==> config.mk <==
export PLATFORM = sky130hd
export DESIGN_NAME = usbfs_tx_pkt_flat
export DESIGN_NICKNAME = d
export VERILOG_FILES = /design/src/rtl/usbfs_tx_pkt_if.sv /design/src/rtl/usbfs_tx_pkt.sv /design/src/flat_wrapper.sv
export SDC_FILE = /design/constraint.sdc
export NUM_CORES = 1
export LEC_CHECK = 0
export CORE_ASPECT_RATIO = 1.25
export CORE_MARGIN = 2
export CORE_UTILIZATION = 59
export DETAILED_ROUTE_END_ITERATION = 6
export GPL_TIMING_DRIVEN = 0
export PLACE_DENSITY = 0.85
export REMOVE_ABC_BUFFERS = 1
export SYNTH_ARGS = -nofsm -noshare
export SYNTH_HDL_FRONTEND = slang
export SYNTH_SLANG_ARGS = --single-unit
==> constraint.sdc <==
create_clock -name i_clk -period 3.36 [get_ports i_clk]
set_input_delay 1.008 -clock i_clk [delete_from_list [all_inputs] [get_ports i_clk]]
set_output_delay 1.008 -clock i_clk [all_outputs]
set_load 0.01 [all_outputs]
==> src/rtl/usbfs_tx_pkt_if.sv <==
`default_nettype none
// ============================================================================
// Module      : usbfs_tx_pkt_if
// Description : Bundle of request, endpoint-buffer-write and serializer
//               byte-stream signals for the USB FS packet transmitter.
// Revision    : 1.0 - initial release
// ============================================================================
interface usbfs_tx_pkt_if #(
    parameter int MAX_PKT = 8
);
    localparam int IDX_W = $clog2(MAX_PKT);

    // Transaction FSM request side
    logic             i_txReq;
    logic [3:0]       i_txPid;
    logic             o_txIdle;
    logic             o_etTxAccepted;

    // Endpoint buffer write side
    logic             i_etWrEn;
    logic [IDX_W-1:0] i_etWrIdx;
    logic [7:0]       i_etWrByte;

    // Byte stream towards the bit serializer
    logic             o_valid;
    logic             i_ready;
    logic [7:0]       o_data;
    logic             o_sop;
    logic             o_eop;

    // Packet transmitter side
    modport slave (
        input  i_txReq, i_txPid, i_etWrEn, i_etWrIdx, i_etWrByte, i_ready,
        output o_txIdle, o_etTxAccepted, o_valid, o_data, o_sop, o_eop
    );

    // Transaction FSM / serializer side
    modport master (
        output i_txReq, i_txPid, i_etWrEn, i_etWrIdx, i_etWrByte, i_ready,
        input  o_txIdle, o_etTxAccepted, o_valid, o_data, o_sop, o_eop
    );
endinterface
`default_nettype wire

==> src/rtl/usbfs_tx_pkt.sv <==
`default_nettype none
// ============================================================================
// Module      : usbfs_tx_pkt
// Description : USB full-speed packet transmitter. Sends handshake packets
//               (PID only) or data packets (PID, buffered payload, CRC16)
//               as a byte stream with valid/ready flow control.
// Revision    : 1.0 - initial release
// ============================================================================
module usbfs_tx_pkt #(
    parameter int MAX_PKT = 8
) (
    input  logic           i_clk,
    input  logic           i_rst,
    usbfs_tx_pkt_if.slave  bus
);
    localparam int IDX_W = $clog2(MAX_PKT);
    localparam int CNT_W = IDX_W + 1;
    localparam logic [CNT_W-1:0] MAX_CNT = CNT_W'(MAX_PKT);

    typedef enum logic [2:0] {
        S_IDLE  = 3'd0,
        S_PID   = 3'd1,
        S_FILL  = 3'd2,
        S_DATA  = 3'd3,
        S_CRCLO = 3'd4,
        S_CRCHI = 3'd5
    } state_t;

    state_t           state;
    logic [3:0]       pid;
    logic [CNT_W-1:0] count;
    logic [IDX_W-1:0] rd_idx;
    logic [15:0]      crc;
    logic             tx_idle;
    logic             valid;
    logic             sop;
    logic             eop;
    logic [7:0]       data;
    logic [7:0]       buffer [MAX_PKT];

    // One CRC16 byte step, LSB first, reflected polynomial 0xA001.
    function automatic logic [15:0] crc16_byte(input logic [15:0] c, input logic [7:0] d);
        logic [15:0] r;
        r = c;
        for (int i = 0; i < 8; i++) begin
            if (r[0] ^ d[i]) r = (r >> 1) ^ 16'hA001;
            else             r = r >> 1;
        end
        return r;
    endfunction

    logic             hs;
    logic             is_data;
    logic             wr_fire;
    logic [CNT_W-1:0] next_count;
    logic             fill_done;
    logic [7:0]       first_byte;
    logic [15:0]      crc_next;
    logic [IDX_W-1:0] nxt_idx;
    logic             last_byte;

    assign hs         = valid && bus.i_ready;
    assign is_data    = (pid[1:0] == 2'b11);
    assign wr_fire    = (state == S_FILL) && bus.i_etWrEn && (count != MAX_CNT) && !i_rst;
    assign next_count = wr_fire ? (count + CNT_W'(1)) : count;
    assign fill_done  = !bus.i_etWrEn || (next_count == MAX_CNT);
    // Byte 0 may be written on the very cycle FILL exits, so forward it.
    assign first_byte = (wr_fire && (bus.i_etWrIdx == '0)) ? bus.i_etWrByte : buffer[0];
    assign crc_next   = crc16_byte(crc, data);
    assign nxt_idx    = rd_idx + IDX_W'(1);
    assign last_byte  = (({1'b0, rd_idx} + CNT_W'(1)) == count);

    assign bus.o_txIdle       = tx_idle;
    assign bus.o_valid        = valid;
    assign bus.o_sop          = sop;
    assign bus.o_eop          = eop;
    assign bus.o_data         = data;
    // Pulse coincides with the handshake that hands the DATAx PID downstream.
    assign bus.o_etTxAccepted = (state == S_PID) && is_data && hs;

    // Payload buffer write port; contents intentionally not reset.
    always_ff @(posedge i_clk) begin
        if (wr_fire) buffer[bus.i_etWrIdx] <= bus.i_etWrByte;
    end

    // Packet sequencing FSM with registered stream outputs.
    always_ff @(posedge i_clk) begin
        if (i_rst) begin
            state   <= S_IDLE;
            pid     <= 4'h0;
            count   <= '0;
            rd_idx  <= '0;
            crc     <= 16'hFFFF;
            tx_idle <= 1'b1;
            valid   <= 1'b0;
            sop     <= 1'b0;
            eop     <= 1'b0;
            data    <= 8'h00;
        end else begin
            case (state)
                S_IDLE: begin
                    if (bus.i_txReq) begin
                        pid     <= bus.i_txPid;
                        tx_idle <= 1'b0;
                        valid   <= 1'b1;
                        sop     <= 1'b1;
                        eop     <= (bus.i_txPid[1:0] != 2'b11);
                        data    <= {~bus.i_txPid, bus.i_txPid};
                        state   <= S_PID;
                    end
                end
                S_PID: begin
                    if (hs) begin
                        valid <= 1'b0;
                        sop   <= 1'b0;
                        eop   <= 1'b0;
                        if (is_data) begin
                            count <= '0;
                            crc   <= 16'hFFFF;
                            state <= S_FILL;
                        end else begin
                            tx_idle <= 1'b1;
                            state   <= S_IDLE;
                        end
                    end
                end
                S_FILL: begin
                    count <= next_count;
                    if (fill_done) begin
                        valid <= 1'b1;
                        if (next_count != '0) begin
                            rd_idx <= '0;
                            data   <= first_byte;
                            state  <= S_DATA;
                        end else begin
                            data  <= ~crc[7:0];
                            state <= S_CRCLO;
                        end
                    end
                end
                S_DATA: begin
                    if (hs) begin
                        crc <= crc_next;
                        if (last_byte) begin
                            data  <= ~crc_next[7:0];
                            state <= S_CRCLO;
                        end else begin
                            rd_idx <= nxt_idx;
                            data   <= buffer[nxt_idx];
                        end
                    end
                end
                S_CRCLO: begin
                    if (hs) begin
                        data  <= ~crc[15:8];
                        eop   <= 1'b1;
                        state <= S_CRCHI;
                    end
                end
                S_CRCHI: begin
                    if (hs) begin
                        valid   <= 1'b0;
                        eop     <= 1'b0;
                        tx_idle <= 1'b1;
                        state   <= S_IDLE;
                    end
                end
                default: begin
                    state   <= S_IDLE;
                    tx_idle <= 1'b1;
                    valid   <= 1'b0;
                    sop     <= 1'b0;
                    eop     <= 1'b0;
                end
            endcase
        end
    end
endmodule
`default_nettype wire

==> src/flat_wrapper.sv <==
// flat-port wrapper written by rule: the top's interface ports become plain ports
module usbfs_tx_pkt_flat 
#(
    parameter int MAX_PKT = 8
)
  (i_clk, i_rst, bus_i_txReq, bus_i_txPid, bus_i_etWrEn, bus_i_etWrIdx, bus_i_etWrByte, bus_i_ready, bus_o_txIdle, bus_o_etTxAccepted, bus_o_valid, bus_o_data, bus_o_sop, bus_o_eop);
  usbfs_tx_pkt_if #(.MAX_PKT(MAX_PKT)) bus_i ();
  input  logic i_clk;
  input  logic i_rst;
  input wire logic [$bits(bus_i.i_txReq)-1:0] bus_i_txReq;
  input wire logic [$bits(bus_i.i_txPid)-1:0] bus_i_txPid;
  input wire logic [$bits(bus_i.i_etWrEn)-1:0] bus_i_etWrEn;
  input wire logic [$bits(bus_i.i_etWrIdx)-1:0] bus_i_etWrIdx;
  input wire logic [$bits(bus_i.i_etWrByte)-1:0] bus_i_etWrByte;
  input wire logic [$bits(bus_i.i_ready)-1:0] bus_i_ready;
  output wire logic [$bits(bus_i.o_txIdle)-1:0] bus_o_txIdle;
  output wire logic [$bits(bus_i.o_etTxAccepted)-1:0] bus_o_etTxAccepted;
  output wire logic [$bits(bus_i.o_valid)-1:0] bus_o_valid;
  output wire logic [$bits(bus_i.o_data)-1:0] bus_o_data;
  output wire logic [$bits(bus_i.o_sop)-1:0] bus_o_sop;
  output wire logic [$bits(bus_i.o_eop)-1:0] bus_o_eop;
  assign bus_i.i_txReq = bus_i_txReq;
  assign bus_i.i_txPid = bus_i_txPid;
  assign bus_i.i_etWrEn = bus_i_etWrEn;
  assign bus_i.i_etWrIdx = bus_i_etWrIdx;
  assign bus_i.i_etWrByte = bus_i_etWrByte;
  assign bus_i.i_ready = bus_i_ready;
  assign bus_o_txIdle = bus_i.o_txIdle;
  assign bus_o_etTxAccepted = bus_i.o_etTxAccepted;
  assign bus_o_valid = bus_i.o_valid;
  assign bus_o_data = bus_i.o_data;
  assign bus_o_sop = bus_i.o_sop;
  assign bus_o_eop = bus_i.o_eop;
  usbfs_tx_pkt #(.MAX_PKT(MAX_PKT)) u_core (.i_clk(i_clk), .i_rst(i_rst), .bus(bus_i));
endmodule
==> results.cfg <==
[detailed_routing]
drc = 0
drtPass1Iterations = 5
top_layer_used = met4
post_drt_via_cell_ratio = 6.39
wl_per_cell_um = 19.7
wirelength_mm = 11.7
dr_total_vias = 3774
wl_met1_mm = 4.91
dr_wl_met3_um = 503
drtIter0Drc = 294
ant_nets = 0
wl_met2_mm = 5.90

[cells_and_area]
num-fill-cells = 631
fin_util = 0.680
drive_gt1_frac = 0.144
seq_area_um2 = 2740
multi_input_comb_area_um2 = 2360
nets = 490
diodes = 0
design_area_um2 = 5880
syn_to_final_growth_pct = 12.9

[yosys]
netlist_area_um2 = 5210
seq_area_frac_synth = 0.523
synth_cell_types = 66
avgSynthCellArea_um2 = 11.6
synth_ff_type = edfxtp_1
syn_inst = 447
synth_warnings = 0
synth_edf_count = 64
async_flop_share = 0
ys_seq_elements = 104

[power]
power.internal_mw = 2.43
p_leak_nw = 1.95
p_per_area_nw_per_um2 = 653
fin_total_pwr_mw = 3.84
p_clk_frac = 0.213
swShare = 0.368
switchingPower_mw = 1.41
pwr-share-seq = 0.415
vdd_drop_max_mv = 0.317
p_comb_frac = 0.372

[global_routing]
grt_max_degree = 28
grt_pass1_wl_mm = 18.7
antenna_found_initial = 0
grtUsageTotal = 0.258
grt_overflow_total = 0
grt_pass1_vias = 3676

[worst_setup_path]
endpoint_kind = flip-flop
path_class = in -> reg
path_max_fanout = 27
critPathLaunchType = input pin
cp_data_required_time_ns = 3.66
crit_arrival_ns = 3.64
rrSetupSlack_ns = 0.35

[placed_design]
io_buffers = 32
globalplace.congestion = 0.919
dp_slack_ns = -1.09
placedInstanceArea_um2 = 5560
dp_hpwl_mm = 8.23

[sta]
finalSetupViolCount = 0
fmax_mhz = 299
hold_viol_final = 0
skew_ns = 0.0140
fin_crit_ns = 3.34
period_share = 0.995
slew_viol_final = 0
worst-slew-pin-transition_ns = 1.09
relSlewSlack = 0.269
worst_hold_slack_ns = 0.496
fin_ws_ns = 0.0171

[floorplan]
die_h_um = 109
dieWidth_um = 88.0
io_pins = 33
die_area_um2 = 9600
core_um2 = 8650
rows = 38
initial_core_util = 0.602

[flow_run]
max-cap-violations = 0

[clock_tree]
cts-root-buf = clkbuf_8
clockBufferDepth = 2
cts_max_level = 3
cts_tree = done
clkTransAtPathRegs_ns = 0.12
numClockSinks = 104
numCtsBuffers = 9
clock_latency_ns = 0.39

[hold_path]
hp-class = reg -> reg

[run_status]
outcome = finished clean
==> cell usage in the layout, fill, tap and decap left out, types with 6 or more instances in the layout <==
cell type        instances
xor2_1                   6
nand3_1                  9
inv_1                   12
clkbuf_8                 9
clkdlybuf4s50_1         29
nor3_1                  10
o21ai_0                 20
mux4_2                  16
o211ai_1                 7
xnor2_1                 15
a21oi_1                 27
o22ai_1                 11
a31oi_1                  6
dfxtp_1                 36
edfxtp_1                64
a211oi_1                 7
mux2i_1                 17
nand2_1                 23
nor2_1                  35
==> registers in the layout, summed over array words and instances, names as in the netlist <==
signal               flops
u_core.buffer           64
u_core.crc              16
u_core.bus.o_data        8
u_core.count             4
u_core.rd_idx            3
u_core.state             3
u_core.pid               2
u_core.bus.o_eop         1
u_core.bus.o_sop         1
u_core.bus.o_txIdle      1
u_core.bus.o_valid       1
==> final timing paths <==
check,from,end,cells past startpoint
worst max-delay path,i_rst,u_core.bus.o_data[7],7
worst min-delay path,u_core.bus.o_eop,u_core.bus.o_eop,2
worst max register to register,u_core.rd_idx[0],u_core.bus.o_data[4],7
worst min register to register,u_core.bus.o_eop,u_core.bus.o_eop,2
==> logic make-up (layout without fill, tap and decap cells) <==
family	after synthesis	after routing	synth area share
XOR/XNOR	27	27	0.0574
adder cells (fa/ha/maj)	4	4	0.00961
AND/OR/NAND/NOR	113	113	0.106
multiplexers	36	36	0.108
buffers and inverters	42	66	0.0375
flip-flops	104	104	0.523
AO/OA/AOI/OAI	121	121	0.159
==> worst max-delay path: stages <==
cell             delay (ns)
clkdlybuf4s15_2        0.58
nor2b_2                0.18
a311oi_1               0.47
o211a_1                0.45
a21o_1                 0.39
nand2_1                0.19
o311a_1                0.37
==> synthesized netlist by cell type (all sizes together) (4+ instances only) <==
cell type | n | share of area
mux2i | 17 | 0.033
nand2b | 5 | 0.0060
edfxtp | 64 | 0.37
nand4 | 4 | 0.0048
mux4 | 16 | 0.069
o22ai | 11 | 0.013
a311oi | 4 | 0.0067
o21ai | 22 | 0.023
a21oi | 28 | 0.029
ha | 4 | 0.0096
o211ai | 7 | 0.010
nor2 | 36 | 0.026
nand2 | 24 | 0.017
clkbuf | 12 | 0.0086
inv | 13 | 0.0094
o31ai | 5 | 0.0072
buf | 16 | 0.019
xnor2 | 17 | 0.034
a2111oi | 7 | 0.012
xor2 | 8 | 0.015
nor3 | 14 | 0.013
a211oi | 7 | 0.010
dfxtp | 40 | 0.15
a31oi | 6 | 0.0072
nand3 | 9 | 0.0086
==> metal layers <==
layer,global-route usage,up-vias
met2,0.424,136
met1,0.339,1839
met4,0.114,0
met5,0,-
met3,0.0431,32
li1,-,1767
==> area by class of cell <==
cell class,count,area share
clock buffers,9,0.0211
repair buffers,36,0.0626
inverters,14,0.00894
flip-flops and latches,104,0.465
multi-input cells,301,0.402
well taps,120,0.0255
clock inverters,7,0.0147
==> power groups by stage <==
stage	combinational (mW)	clock, mW	sequential (mW)
floorplan	0.955	0	1.61
global placement	1.36	0	1.60
detailed placement	1.40	0	1.61
CTS	1.41	0.831	1.59
global route	1.54	0.881	1.61
finish	1.43	0.819	1.59
==> metrics by stage <==
step	instances	TNS, ns
6_report	591	0
5_1_grt	591	-0.115
4_1_cts	589	0
3_5_place_dp	573	-66.15
3_3_place_gp	571	-130.24
2_1_floorplan	419	-23.85
==> timing repair <==
item / in CTS / in global routing
setup endpoints to repair: 81 / 17
setup buffers: 0 / 2
pin swaps: 0 / 1
resized for setup: 20 / 7
hold buffers: 0 / 0
Note: power is estimated with default switching activity, not from simulation.
